`src/rtl/fetch_sequencer.sv`:
```
// Fetch sequencer: drives PC hold/branch/jump, the imem request handshake, IF/ID valid and flush.
// A redirect that arrives while a fetch is outstanding is parked until the stale fetch drains.
module fetch_sequencer #(
   parameter int ADDR_W   = 32,
   parameter int MAX_WAIT = 15
) (
   input  logic              clk,
   input  logic              rst,
   input  logic              stall,
   input  logic              br_taken,
   input  logic [ADDR_W-1:0] br_offset,
   input  logic              jmp,
   input  logic [ADDR_W-1:0] jmp_target,
   input  logic              imem_ack,
   output logic              imem_req,
   output logic              pc_hold,
   output logic              pc_branch,
   output logic              pc_jump,
   output logic [ADDR_W-1:0] pc_offset,
   output logic [ADDR_W-1:0] pc_jval,
   output logic              if_valid,
   output logic              flush,
   output logic              fetch_err
);

   localparam int CNT_W = $clog2(MAX_WAIT + 1);
   localparam logic [CNT_W-1:0] CNT_MAX = CNT_W'(MAX_WAIT);

   typedef enum logic [1:0] {S_RESET, S_REQ, S_STALL, S_DRAIN} state_t;

   state_t            r_state;
   state_t            w_next;
   logic              r_pend_br;
   logic [ADDR_W-1:0] r_pend_off;
   logic [ADDR_W-1:0] r_pend_jval;
   logic [CNT_W-1:0]  r_cnt;
   logic              r_err;
   logic              w_redirect;
   logic              w_latch;
   logic              w_clear;

   assign w_redirect = br_taken | jmp;
   assign fetch_err  = r_err;

   always_comb begin
      w_next    = r_state;
      imem_req  = 1'b0;
      pc_hold   = 1'b1;
      pc_branch = 1'b0;
      pc_jump   = 1'b0;
      pc_offset = br_offset;
      pc_jval   = jmp_target;
      if_valid  = 1'b0;
      flush     = 1'b0;
      w_latch   = 1'b0;
      w_clear   = 1'b0;
      case (r_state)
         S_RESET: w_next = S_REQ;
         S_REQ: begin
            imem_req = 1'b1;
            if (imem_ack) begin
               if (w_redirect) begin
                  pc_hold   = 1'b0;
                  pc_branch = br_taken;
                  pc_jump   = ~br_taken;
                  flush     = 1'b1;
               end else if (stall) begin
                  w_next = S_STALL;
               end else begin
                  pc_hold  = 1'b0;
                  if_valid = 1'b1;
               end
            end else if (w_redirect) begin
               flush   = 1'b1;
               w_latch = 1'b1;
               w_next  = S_DRAIN;
            end
         end
         S_STALL: begin
            if (w_redirect) begin
               pc_hold   = 1'b0;
               pc_branch = br_taken;
               pc_jump   = ~br_taken;
               flush     = 1'b1;
               w_next    = S_REQ;
            end else if (!stall) begin
               pc_hold  = 1'b0;
               if_valid = 1'b1;
               w_next   = S_REQ;
            end
         end
         S_DRAIN: begin
            imem_req = 1'b1;
            // A fresh redirect supersedes the parked one, including on the drain cycle itself
            if (w_redirect) begin
               flush   = 1'b1;
               w_latch = 1'b1;
            end else begin
               pc_offset = r_pend_off;
               pc_jval   = r_pend_jval;
            end
            if (imem_ack) begin
               pc_hold   = 1'b0;
               pc_branch = w_redirect ? br_taken : r_pend_br;
               pc_jump   = w_redirect ? ~br_taken : ~r_pend_br;
               w_clear   = 1'b1;
               w_next    = S_REQ;
            end
         end
         default: w_next = S_RESET;
      endcase
   end

   always_ff @(posedge clk or posedge rst) begin
      if (rst) begin
         r_state     <= S_RESET;
         r_pend_br   <= 1'b0;
         r_pend_off  <= '0;
         r_pend_jval <= '0;
         r_cnt       <= '0;
         r_err       <= 1'b0;
      end else begin
         r_state <= w_next;
         if (w_clear) begin
            r_pend_br   <= 1'b0;
            r_pend_off  <= '0;
            r_pend_jval <= '0;
         end else if (w_latch) begin
            r_pend_br   <= br_taken;
            r_pend_off  <= br_offset;
            r_pend_jval <= jmp_target;
         end
         if (r_cnt == CNT_MAX) r_err <= 1'b1;
         if (imem_req && !imem_ack) begin
            if (r_cnt != CNT_MAX) r_cnt <= r_cnt + 1'b1;
         end else begin
            r_cnt <= '0;
         end
      end
   end

endmodule
```
`config.mk`:
```
export PLATFORM = sky130hd
export DESIGN_NAME = fetch_sequencer
export DESIGN_NICKNAME = d
export VERILOG_FILES = /design/src/rtl/fetch_sequencer.sv
export SDC_FILE = /design/constraint.sdc
export NUM_CORES = 1
export LEC_CHECK = 0
export ABC_AREA = 1
export CAP_MARGIN = 25
export CORE_MARGIN = 2
export CORE_UTILIZATION = 48
export CTS_BUF_LIST = sky130_fd_sc_hd__clkbuf_8
export CTS_CLUSTER_DIAMETER = 100
export DETAILED_ROUTE_END_ITERATION = 12
export GPL_TIMING_DRIVEN = 0
export PLACE_DENSITY_LB_ADDON = 0.1
export SLEW_MARGIN = 20
export SYNTH_ARGS = -nofsm -noshare
export SYNTH_HDL_FRONTEND = slang
export SYNTH_SLANG_ARGS = --single-unit
```
`constraint.sdc`:
```
create_clock -name clk -period 3.45 [get_ports clk]
set_clock_uncertainty 0.05 [all_clocks]
set_input_delay 0.8625 -clock clk [delete_from_list [all_inputs] [get_ports clk]]
set_output_delay 0.8625 -clock clk [all_outputs]
set_load 0.005 [all_outputs]
```
Yosys cells after proc, flatten, opt, wreduce, memory -nomap -nowiden
Cells that the tools add are included.

Flip-flop bits (word level): 72. Latch bits: 0. RAM bits: 0. ROM bits: 0. Input bits: 70. Output and inout port bits: 71. Logic and storage cells: 74. Memories: 0.

Add/subtract/negate cells: 1. Multipliers: 0. Div/mod/pow operators: 0. Magnitude comparators: 0. Equality and inequality tests: 11. Shift-type cells: 0. Muxes and demuxes: 46. Bitwise logic cells: 3. Reduce and logical (&&, ||, !) cells: 7.

Operator list (number): $mux W32 (8); $mux W1 (23); $mux W2 (7); $ne A3 B3 Y1 const B (4); $pmux W1 S3 (3); $mux W4 (2); $pmux W2 S4 (1); $reduce_and A5 Y1 (1); $add A4 B1 Y4 const B (1); $eq A2 B2 Y1 const B (2); $eq A4 B4 Y1 const B (1); $ne A4 B4 Y1 const B (1); $pmux W1 S2 (2); $reduce_or A3 Y1 (1); $eq A2 B1 Y1 const B (1); $logic_not A2 Y1 (1); $ne A2 B1 Y1 const B (1); $ne A2 B2 Y1 const B (1); $not A1 Y1 (2); $reduce_bool A2 Y1 (1); $reduce_or A2 Y1 (1); $logic_and A1 B1 Y1 (1); $logic_not A1 Y1 (1); $or A1 B1 Y1 (1).

Depth between registers and ports, before layout
Depth after elaboration: 6. Gate-level depth with buffers: 11. Gate-level depth less buffers: 8.

Worst setup path before layout
No wires, ideal clock.

Kind: input to output. Start: in br_taken. End: out pc_offset[26]. Arrival time: 1.535 ns. Required time: 2.538 ns. Setup slack: 1.002 ns. Stages on the path: 5. Buffers on the path: 2. Cells stage by stage: inv_1 -> nand3_1 -> buf_4 -> buf_2 -> o21ai_0.

Word-level cells in the longest chain between the ends: 3.

Ends and longest elaborated chain: start: declaration (RTL line 10) `input logic br_taken,`; $or A1 B1 Y1 (RTL line 42) `assign w_redirect = br_taken | jmp;`; $mux W32 (RTL line 95) `if (w_redirect) begin`; $mux W32 (RTL line 57) `case (r_state)`; end: declaration (RTL line 19) `output logic [ADDR_W-1:0] pc_offset,`.

Every way passes these cells.

Final worst setup path
Start: in jmp. End: out pc_jval[24].

Word-level cells in the longest chain between the ends: 3.

Ends and longest elaborated chain: start: declaration (RTL line 12) `input logic jmp,`; $or A1 B1 Y1 (RTL line 42); $mux W32 (RTL line 95); $mux W32 (RTL line 57); end: declaration (RTL line 20) `output logic [ADDR_W-1:0] pc_jval,`.

Every way passes these cells.

==> summary.txt <==
Gate power share: 53.5%
Critical Path Source Type: input port
number of antenna repair diodes: 0
register clock-pin slew on the reported worst setup and hold paths: 0.08 ns
# H-tree levels: 3
Design Area, Final: 5964 um^2
Longest Clk Path Bufs: 2
clock latency on the worst-skew pair: 0.34 ns
GRT Util Overall: 23.93%
final RePlAce weighted congestion: 0.8352
# fillers: 697
YS warnings: 0
total core area: 8593 um^2
pin count of the biggest net entering global routing: 49
initial antenna violation count: 0
Critical Path End Type: primary output
total gr overflow: 0
Flop pwr share: 31.3%
I/O Pins: 141
Routed WL: 10990 um
Mapped Nets: 579
setup TNS: 0 ns
routed len/inst: 14.30 um
DR iter-0 viols: 163
Setup violations, final: 0
Pre-antenna DRT Iters: 4
vias per cell: 5.087
Max FO, Critical Path: 10
clock root buffer: clkbuf_8
vias in the first global route: 3961
Worst Setup Path Type: input port to primary output
WP data required: 2.54 ns
hpwl dp: 8014 um
Avg Cell Area, Syn: 8.292 um^2
# rows: 34
Area Growth Syn to Fin: 42.72%
Port Buffers: 140
TritonCTS Buffers: 9
most common cell after layout, fill and taps aside: clkdlybuf4s50_1
Mapped Cells: 504
first-pass GRT wire length: 18740 um
Synth Cell Area: 4179 um^2
initial core utilization: 48.63%
CTS tree: done
prevailing post-synth register cell: dfrtp_1
register area: 1802 um^2
final slew viol count: 0
share of cells above drive strength 1: 19.09%
Final Net Count: 731
Data arrival, critical path: 2.44 ns
Sw Ratio: 39.76%
Final ANT Viol Nets: 0
Post-Place Cell Area: 5746 um^2
non-filler cells, final: 768
Slew Limit Headroom: 69.32%
Via Count: 3907
leakage: 2.813 nW
Fin. Hold Viols: 0
DIE WIDTH: 97.31 um
sequential area share after synthesis: 43.11%
Layout Utilization: 69.41%
PD cells: 723.3 nW/um^2
area of the multi-input gates: 1809 um^2
Die Height: 97.31 um
die area: 9468 um^2
clock share of power: 15.1%
Tmin final: 3.354 ns
peak supply drop: 384.3 uV
Switch Pwr: 1.715 mW
actual slew at the worst max-slew pin: 0.4602 ns
EDFF count, synth: 0
clock sink count: 72
ys async rst share: 100.0%
Int Power: 2.599 mW
Max Clk Rate: 0.2982 GHz
synth unique cells: 21
Post-route DRC: 0
Placed Cells: 753
unrepaired setup endpoints after global routing: false
most frequent cells in the layout: clkdlybuf4s50_1, nand2_1, inv_1, dfrtp_1, nand3_1
Max Cap Viol: 0
Min-Delay Path Class: register to register
flops & latches, synth: 72
post-CTS setup repair buffer count: 0
Final period util: 97.20%
status: completed
## sequential cells by signal (all words and copies together), names as in the netlist
signal       count
r_pend_br        1
fetch_err        1
r_pend_jval     32
r_cnt            4
r_pend_off      32
r_state          2
## per-layer routing
layer	vias to the layer above	routed length [um]	GRT usage [%]
met5	-	0	0
met4	0	112	7.051
met3	10	605	4.964
met2	113	5342	39.10
met1	1841	4925	32.43
li1	1943	-	-
## layout make-up
type | count | share of cell area [%]
Inverter | 81 | 5.140
Sequential cell | 72 | 30.21
Timing Repair Buffer | 141 | 23.96
Clock buffer | 10 | 2.308
Buffer | 36 | 4.951
Multi-Input combinational cell | 315 | 30.33
Clock inverter | 5 | 0.8391
Tap cell | 108 | 2.266
## path summary, 6_finish.rpt
path / to / cells past startpoint / slack, ns / from
setup / recovery: pc_jval[24] / 7 / 0.1 / jmp
hold / removal: fetch_err$_DFFE_PP0N_ / 2 / 0.44 / fetch_err$_DFFE_PP0N_
setup reg to reg: r_pend_off[15]$_DFFE_PP0P_ / 6 / 1.66 / r_state[0]$_DFFE_PP0P_
hold reg to reg: fetch_err$_DFFE_PP0N_ / 2 / 0.44 / fetch_err$_DFFE_PP0N_
max in group asynchronous: r_pend_jval[28]$_DFFE_PP0P_ / 3 / 2.00 / rst
min in group asynchronous: r_pend_jval[6]$_DFFE_PP0P_ / 2 / 0.80 / rst
## critical path, cell delays in order
cell and delay, ns:
clkdlybuf4s15_1 0.24, inv_1 0.12, nand3_1 0.13, buf_6 0.18, buf_2 0.18, o21ai_1 0.19, clkdlybuf4s50_1 0.53
## cell usage after synthesis, types with 4 or more instances
master | n | area share (%)
o21ai_0 | 69 | 8.3
nand3_1 | 71 | 8.5
nor2_1 | 4 | 0.36
inv_1 | 79 | 7.1
buf_6 | 14 | 3.8
a21oi_1 | 8 | 0.96
nand2_1 | 81 | 7.3
buf_1 | 4 | 0.36
dfrtp_1 | 72 | 43
nand3_2 | 6 | 1.4
buf_2 | 13 | 1.6
o21ai_2 | 64 | 13
ha_1 | 5 | 1.5
buf_4 | 5 | 0.90
## kinds of logic (layout without fill, tap and decap cells)
logic type / count (synthesis) / after routing / synth area share, %
AO/OA/AOI/OAI: 142 / 142 / 22.81
XOR/XNOR: 2 / 2 / 0.4192
adder cells (fa/ha/maj): 5 / 5 / 1.497
buffers and inverters: 117 / 273 / 13.86
flip-flops: 72 / 72 / 43.11
AND/OR/NAND/NOR: 166 / 166 / 18.29
## power by group through the flow
stage	combinational (mW)	sequential (mW)	clock, mW
final	2.31	1.35	0.653
after global routing	2.57	1.39	0.696
after CTS	2.32	1.35	0.662
after detailed placement	2.29	1.37	0
after global placement	2.22	1.35	0
after floorplan	1.58	1.33	0
## what timing repair did
item                       in CTS  in global routing
setup endpoints to repair      65                 62
resized for setup              23                 30
hold buffers                    0                  0
## per-stage QoR
stage | hold WS [ns] | total power, mW | setup WS [ns]
3_3_place_gp | 0.4056 | 3.572 | -0.6111
4_1_cts | 0.4403 | 4.331 | 0.01620
5_1_grt | 0.4525 | 4.653 | 0.005448
3_5_place_dp | 0.4226 | 3.658 | -0.3367
6_report | 0.4404 | 4.314 | 0.09647
2_1_floorplan | 0.4037 | 2.911 | 0.7126
Power figures use the tool's default switching activity.
